===== config.mk =====
export PLATFORM = sky130hd
export DESIGN_NAME = module_mem_flat
export DESIGN_NICKNAME = d
export VERILOG_FILES = /design/src/rtl/module_mem_pkg.sv /design/src/rtl/module_mem_if.sv /design/src/rtl/module_mem_timer.sv /design/src/rtl/module_mem.sv /design/src/flat_wrapper.sv
export SDC_FILE = /design/constraint.sdc
export NUM_CORES = 1
export LEC_CHECK = 0
export BUFFER_PORTS_ARGS = -buffer_cell sky130_fd_sc_hd__buf_2
export CAP_MARGIN = 5
export CORE_ASPECT_RATIO = 0.75
export CORE_MARGIN = 2
export CORE_UTILIZATION = 30
export DETAILED_ROUTE_END_ITERATION = 8
export GPL_TIMING_DRIVEN = 0
export MAX_ROUTING_LAYER = met4
export PLACE_DENSITY_LB_ADDON = 0.25
export SLEW_MARGIN = 10
export SYNTH_ARGS = -nofsm -noshare
export SYNTH_HDL_FRONTEND = slang
export SYNTH_SLANG_ARGS = --single-unit
export TNS_END_PERCENT = 10

===== constraint.sdc =====
create_clock -name clk -period 3.6 [get_ports clk]
set_input_delay 0.18 -clock clk [delete_from_list [all_inputs] [get_ports clk]]
set_output_delay 0.18 -clock clk [all_outputs]
set_load 0.02 [all_outputs]

===== src/rtl/module_mem_pkg.sv =====
`default_nettype none
// ---------------------------------------------------------------------------
// module_mem_pkg : shared widths, opcodes and types for the MEM stage
// Revision 1.0 : initial release
// ---------------------------------------------------------------------------
package module_mem_pkg;

  localparam int RegBus          = 32;
  localparam int RegAddrBus      = 5;
  localparam int OpCodeBus       = 11;
  localparam int TIMEOUT_DEFAULT = 16;
  localparam int TIMER_W         = 5;

  localparam logic [OpCodeBus-1:0]  OP_LDUR = 11'h7C2;
  localparam logic [OpCodeBus-1:0]  OP_STUR = 11'h7C0;
  // Branch opcodes are prefix-decoded; these are the base encodings.
  localparam logic [OpCodeBus-1:0]  OP_B    = 11'h0A0;  // 6-bit prefix 000101
  localparam logic [OpCodeBus-1:0]  OP_CBZ  = 11'h5A0;  // 8-bit prefix 10110100
  localparam logic [OpCodeBus-1:0]  OP_CBNZ = 11'h5A8;  // 8-bit prefix 10110101
  localparam logic [RegAddrBus-1:0] XZR     = 5'd31;

  typedef enum logic {
    ST_IDLE = 1'b0,
    ST_WAIT = 1'b1
  } state_e;

  // True for instructions that never write a register (B, CBZ, CBNZ).
  function automatic logic is_branch(input logic [OpCodeBus-1:0] op);
    return (op[10:5] == OP_B[10:5]) ||
           (op[10:3] == OP_CBZ[10:3]) ||
           (op[10:3] == OP_CBNZ[10:3]);
  endfunction

endpackage
`default_nettype wire


===== src/rtl/module_mem_if.sv =====
`default_nettype none
// ---------------------------------------------------------------------------
// module_mem_if : data-memory request/response bus
// Revision 1.0 : initial release
// ---------------------------------------------------------------------------
interface module_mem_if;
  import module_mem_pkg::*;

  logic              req;
  logic              we;
  logic [RegBus-1:0] addr;
  logic [RegBus-1:0] wdata;
  logic              ack;
  logic [RegBus-1:0] rdata;

  modport master (output req, we, addr, wdata, input ack, rdata);
  modport slave  (input req, we, addr, wdata, output ack, rdata);

endinterface
`default_nettype wire


===== src/rtl/module_mem_timer.sv =====
`default_nettype none
// ---------------------------------------------------------------------------
// mem_req_timer : counts WAIT cycles without acknowledge
// Revision 1.0 : initial release
// ---------------------------------------------------------------------------
module mem_req_timer
  import module_mem_pkg::*;
#(
  parameter int TIMEOUT = TIMEOUT_DEFAULT
) (
  input  wire logic clk,
  input  wire logic rst_n,
  input  wire logic clear_i,
  input  wire logic enable_i,
  output logic      expired_o
);

  localparam logic [TIMER_W-1:0] LAST = TIMER_W'(TIMEOUT - 1);

  logic [TIMER_W-1:0] count_q, count_d;

  // Clear has priority so a fresh request always starts from zero.
  always_comb begin
    count_d = count_q;
    if (clear_i)       count_d = '0;
    else if (enable_i) count_d = count_q + 1'b1;
  end

  // Counter register.
  always_ff @(posedge clk or negedge rst_n) begin
    if (!rst_n) count_q <= '0;
    else        count_q <= count_d;
  end

  assign expired_o = (count_q == LAST);

endmodule
`default_nettype wire


===== src/rtl/module_mem.sv =====
`default_nettype none
// ---------------------------------------------------------------------------
// module_mem : pipeline MEM stage with data-memory handshake and timeout
// Revision 1.0 : initial release
// ---------------------------------------------------------------------------
module module_mem
  import module_mem_pkg::*;
#(
  parameter int TIMEOUT = TIMEOUT_DEFAULT
) (
  input  wire logic                  clk,
  input  wire logic                  rst_n,
  input  wire logic                  mem_valid_i,
  input  wire logic [OpCodeBus-1:0]  mem_opcode_i,
  input  wire logic [RegAddrBus-1:0] mem_waddr_i,
  input  wire logic [RegBus-1:0]     mem_result_i,
  input  wire logic [RegBus-1:0]     mem_reg2_i,
  module_mem_if.master               dm,
  output logic                       mem_stall_o,
  output logic                       wb_valid_o,
  output logic                       wb_wreg_o,
  output logic [RegAddrBus-1:0]      wb_waddr_o,
  output logic [RegBus-1:0]          wb_wdata_o,
  output logic                       mem_fault_o
);

  state_e                  state_q, state_d;
  logic                    req_q, req_d;
  logic                    we_q, we_d;
  logic [RegBus-1:0]       addr_q, addr_d;
  logic [RegBus-1:0]       wdata_q, wdata_d;
  logic [RegAddrBus-1:0]   waddr_q, waddr_d;
  logic                    load_q, load_d;
  logic                    wb_valid_q, wb_valid_d;
  logic                    wb_wreg_q, wb_wreg_d;
  logic [RegAddrBus-1:0]   wb_waddr_q, wb_waddr_d;
  logic [RegBus-1:0]       wb_wdata_q, wb_wdata_d;
  logic                    fault_q, fault_d;

  logic timer_clear, timer_en, timer_expired;
  logic is_load, is_store, aligned;

  assign is_load  = (mem_opcode_i == OP_LDUR);
  assign is_store = (mem_opcode_i == OP_STUR);
  assign aligned  = (mem_result_i[1:0] == 2'b00);

  mem_req_timer #(.TIMEOUT(TIMEOUT)) u_timer (
    .clk       (clk),
    .rst_n     (rst_n),
    .clear_i   (timer_clear),
    .enable_i  (timer_en),
    .expired_o (timer_expired)
  );

  // Next-state, request and writeback decode; acknowledge beats timeout.
  always_comb begin
    state_d     = state_q;
    req_d       = req_q;
    we_d        = we_q;
    addr_d      = addr_q;
    wdata_d     = wdata_q;
    waddr_d     = waddr_q;
    load_d      = load_q;
    wb_valid_d  = 1'b0;
    wb_wreg_d   = 1'b0;
    wb_waddr_d  = wb_waddr_q;
    wb_wdata_d  = wb_wdata_q;
    fault_d     = 1'b0;
    timer_clear = 1'b0;
    timer_en    = 1'b0;
    case (state_q)
      ST_IDLE: begin
        if (mem_valid_i) begin
          if (is_load || is_store) begin
            if (aligned) begin
              state_d     = ST_WAIT;
              req_d       = 1'b1;
              we_d        = is_store;
              addr_d      = mem_result_i;
              wdata_d     = mem_reg2_i;
              waddr_d     = mem_waddr_i;
              load_d      = is_load;
              timer_clear = 1'b1;
            end else begin
              // Misaligned access retires immediately as a fault.
              wb_valid_d = 1'b1;
              fault_d    = 1'b1;
              wb_waddr_d = mem_waddr_i;
              wb_wdata_d = mem_result_i;
            end
          end else begin
            wb_valid_d = 1'b1;
            wb_wreg_d  = !is_branch(mem_opcode_i) && (mem_waddr_i != XZR);
            wb_waddr_d = mem_waddr_i;
            wb_wdata_d = mem_result_i;
          end
        end
      end
      ST_WAIT: begin
        if (dm.ack) begin
          state_d    = ST_IDLE;
          req_d      = 1'b0;
          we_d       = 1'b0;
          wb_valid_d = 1'b1;
          wb_waddr_d = waddr_q;
          if (load_q) begin
            wb_wdata_d = dm.rdata;
            wb_wreg_d  = (waddr_q != XZR);
          end
        end else if (timer_expired) begin
          state_d    = ST_IDLE;
          req_d      = 1'b0;
          we_d       = 1'b0;
          wb_valid_d = 1'b1;
          fault_d    = 1'b1;
          wb_waddr_d = waddr_q;
        end else begin
          timer_en = 1'b1;
        end
      end
      default: state_d = ST_IDLE;
    endcase
  end

  // State and output registers; reset discards any in-flight access.
  always_ff @(posedge clk or negedge rst_n) begin
    if (!rst_n) begin
      state_q    <= ST_IDLE;
      req_q      <= 1'b0;
      we_q       <= 1'b0;
      addr_q     <= '0;
      wdata_q    <= '0;
      waddr_q    <= '0;
      load_q     <= 1'b0;
      wb_valid_q <= 1'b0;
      wb_wreg_q  <= 1'b0;
      wb_waddr_q <= '0;
      wb_wdata_q <= '0;
      fault_q    <= 1'b0;
    end else begin
      state_q    <= state_d;
      req_q      <= req_d;
      we_q       <= we_d;
      addr_q     <= addr_d;
      wdata_q    <= wdata_d;
      waddr_q    <= waddr_d;
      load_q     <= load_d;
      wb_valid_q <= wb_valid_d;
      wb_wreg_q  <= wb_wreg_d;
      wb_waddr_q <= wb_waddr_d;
      wb_wdata_q <= wb_wdata_d;
      fault_q    <= fault_d;
    end
  end

  assign mem_stall_o = (state_q == ST_WAIT);
  assign dm.req      = req_q;
  assign dm.we       = we_q;
  assign dm.addr     = addr_q;
  assign dm.wdata    = wdata_q;
  assign wb_valid_o  = wb_valid_q;
  assign wb_wreg_o   = wb_wreg_q;
  assign wb_waddr_o  = wb_waddr_q;
  assign wb_wdata_o  = wb_wdata_q;
  assign mem_fault_o = fault_q;

endmodule
`default_nettype wire


===== src/flat_wrapper.sv =====
// flat-port wrapper written by rule: the top's interface ports become plain ports
module module_mem_flat import module_mem_pkg::*;
#(
  parameter int TIMEOUT = TIMEOUT_DEFAULT
)
  (clk, rst_n, mem_valid_i, mem_opcode_i, mem_waddr_i, mem_result_i, mem_reg2_i, mem_stall_o, wb_valid_o, wb_wreg_o, wb_waddr_o, wb_wdata_o, mem_fault_o, dm_req, dm_we, dm_addr, dm_wdata, dm_ack, dm_rdata);
  module_mem_if dm_i ();
  input  wire logic clk;
  input  wire logic rst_n;
  input  wire logic mem_valid_i;
  input  wire logic [OpCodeBus-1:0] mem_opcode_i;
  input  wire logic [RegAddrBus-1:0] mem_waddr_i;
  input  wire logic [RegBus-1:0] mem_result_i;
  input  wire logic [RegBus-1:0] mem_reg2_i;
  output logic mem_stall_o;
  output logic wb_valid_o;
  output logic wb_wreg_o;
  output logic [RegAddrBus-1:0] wb_waddr_o;
  output logic [RegBus-1:0] wb_wdata_o;
  output logic mem_fault_o;
  output wire logic [$bits(dm_i.req)-1:0] dm_req;
  output wire logic [$bits(dm_i.we)-1:0] dm_we;
  output wire logic [$bits(dm_i.addr)-1:0] dm_addr;
  output wire logic [$bits(dm_i.wdata)-1:0] dm_wdata;
  input wire logic [$bits(dm_i.ack)-1:0] dm_ack;
  input wire logic [$bits(dm_i.rdata)-1:0] dm_rdata;
  assign dm_req = dm_i.req;
  assign dm_we = dm_i.we;
  assign dm_addr = dm_i.addr;
  assign dm_wdata = dm_i.wdata;
  assign dm_i.ack = dm_ack;
  assign dm_i.rdata = dm_rdata;
  module_mem #(.TIMEOUT(TIMEOUT)) u_core (.clk(clk), .rst_n(rst_n), .mem_valid_i(mem_valid_i), .mem_opcode_i(mem_opcode_i), .mem_waddr_i(mem_waddr_i), .mem_result_i(mem_result_i), .mem_reg2_i(mem_reg2_i), .dm(dm_i), .mem_stall_o(mem_stall_o), .wb_valid_o(wb_valid_o), .wb_wreg_o(wb_wreg_o), .wb_waddr_o(wb_waddr_o), .wb_wdata_o(wb_wdata_o), .mem_fault_o(mem_fault_o));
endmodule

==> reports/results.txt <==
status - finished, final reports clean
post-CTS setup buffer count - 0
Placer Congestion - 0.8008
chip width - 155.6 microns
largest net degree at the start of global routing - 70
Post-CTS Hold Buffers - 36
total clock sinks - 118
Routed Wire Length - 14330 microns
Resize count post-CTS - 0
full die area - 0.01831 sq mm
initial core utilization - 30.73%
Most Crowded Layer GR - met2
post-route setup TNS - 0 ns
share of cells above drive strength 1 - 65.77%
startpoint class of the critical path - flop
initial antenna violation count - 0
Ports - 223
Worst Hold Class - input port to flop
Most common cell on crit path - ha_1
Power Dens Cells - 461.1 mW/mm^2
first drt pass iteration count - 4
dominant synthesized flop cell - dfrtp_1
htree depth - 4
Ys Warns - 0
leakage - 4.044 nW
Netlist cell types - 36
Fin. Hold Viols - 0
synthesized instance count - 339
wire per inst - 16.94 microns
CP max stage delay - 0.55 ns
MaxCap Viol Count - 0
CTS tree - done
global route total overflow - 0
met3 Use GR - 4.823%
fin. max-slew vios - 0
Die H - 117.7 microns
sequential fraction of the synthesis area - 57.10%
Synth Net Count - 457
first-pass GRT wire length - 22470 microns
vias in the first global route - 4128
Least-Margin Pin Slew - 0.6197 ns
most common cell after layout, fill and taps aside - buf_2
via count - 3890
Post-DP HPWL - 10360 microns
routed vias/inst - 4.598
Synth Cell Area - 0.005171 sq mm
worst skew pair latency - 0.41 ns
GRT met1 Usage - 21.46%
n_diodes - 0
CTS clk-pin slew, worst paths - 0.06 ns
Placement Setup Slack - 1.166 ns
maximum clock path buffer count - 2
crit path time final - 2.435 ns
Rel. slew slack - 58.51%
Final ANT Viol Nets - 0
Rows - 41
critical path arrival - 2.73 ns
Remaining DRCs - 0
Final setup viols - 0
syn avg cell area - 15.25 sq um
Crit. End Element - flop
most frequent cells in the layout - buf_2, dfrtp_1, mux2_4
critical path fanouts, max - 9
setup slack after layout - 1.165 ns
final net count - 737
#FFs+latches synth - 118
port bufs - 222
top post-synthesis cells by area - dfrtp_1, mux2_4, o221a_2
worst path buffer plus inverter count - 0
Worst EP required - 3.89 ns
met2 Usage GRT - 24.56%
asr flop ratio synth - 100.0%
Crit path max-delay family - simple AND/OR/NAND/NOR gates
fin crit share - 67.64%
critical path class - flop to flop
max frequency - 410.7 MHz
area grow syn2layout - 46.67%
RSZ-0062 raised after global routing - no
initial DRC count - 167
CTS root buf - clkbuf_16
area leader, netlist - dfrtp_1
worst path cell trace - ha_1, and3_1, ha_1, nor3b_2, nor2_1, nand2_1, mux2_2
Post-synth EDFFs - 0
total CTS buffers - 17
peak supply drop - 0.0002340 V
Synth top area share - 57.10%
FILL cells - 1539
slowest CP cell - nor3b_2
global-route usage over all layers - 16.33%
Final Skew - 0.006589 ns
core footprint - 0.01683 sq mm
==> registers in the layout, summed over array words and instances (netlist names), 5 cells and up <==
| name | flops |
|---|---|
| u_core.dm.addr | 32 |
| u_core.dm.wdata | 32 |
| u_core.wb_wdata_o | 32 |
| u_core.u_timer.count_q | 5 |
| u_core.waddr_q | 5 |
| u_core.wb_waddr_o | 5 |
==> cell type report <==
cell class	instances	area [sq um]	area share, %
timing repair buffer	261	1525	20.11
buffer	17	125.1	1.650
sequential	118	2953	38.93
clock buffer	18	439.2	5.790
multi-input combinational	202	2086	27.50
tap	215	269.0	3.547
clock inverter	13	180.2	2.375
inverter	2	7.507	0.09898
==> cell families after synthesis <==
group,after synthesis,synth area share (%)
XOR/XNOR,3,0.5082
multiplexers,78,21.61
flip-flops,118,57.10
adder cells (fa/ha/maj),2,0.4838
AND/OR/NAND/NOR,77,9.509
buffers and inverters,19,2.565
AO/OA/AOI/OAI,42,8.226
==> layer usage <==
layer / wire length [microns] / share of wire, %
met3: 785 / 5.5
met1: 6691 / 47
met5: 0 / 0
met4: 146 / 1.0
met2: 6710 / 47
==> path summary, 6_finish.rpt <==
kind                            slack (ns)                   end  cells past startpoint                      start
worst max-delay path                  1.16  u_core.wb_waddr_o[3]                      7  u_core.u_timer.count_q[0]
worst min-delay path                  0.02    u_core.dm.addr[21]                      2           mem_result_i[21]
worst max register to register        1.16  u_core.wb_waddr_o[3]                      7  u_core.u_timer.count_q[0]
worst min register to register        0.48     u_core.dm.addr[0]                      1          u_core.dm.addr[0]
max in group asynchronous             2.59         u_core.dm.req                      3                      rst_n
min in group asynchronous             0.30    u_core.dm.wdata[1]                      2                      rst_n
==> Yosys cell counts (2+ instances only) <==
master    count
or2_2        32
mux2_2       13
buf_2         7
nand4_1       4
o21ai_0       5
dfrtp_1     118
ha_1          2
o221a_2      31
and3_1        3
clkbuf_1      3
nor4b_2       2
inv_1         2
nor2_1        9
mux2_4       64
a31oi_1       2
buf_6         7
nand3b_1      2
and2_1        3
nand3_1       3
nand2_1       7
nand2b_1      3
xor2_1        2
or3_1         2
==> power breakdown <==
| part | switching [W] | internal, W | leakage, nW |
|---|---|---|---|
| combinational | 0.000170 | 0.000156 | 2.21 |
| sequential | 0.0000234 | 0.00137 | 1.54 |
| clock | 0.000608 | 0.00117 | 0.298 |
| total | 0.000801 | 0.00270 | 4.04 |
==> through the flow <==
step	instances	power [W]	hold WS [ns]	utilization [%]	area, sq um
after floorplan	339	0.001542	-0.1156	-	5171
after global placement	776	0.001702	0.4117	38.94	6551
after detailed placement	777	0.001714	0.1602	39.14	6585
after CTS	844	0.003550	0.0003382	44.96	7565
after global routing	846	0.003643	0.001179	45.08	7585
final	846	0.003497	0.02175	45.08	7585
No activity file was read; power rests on OpenSTA's default activity.
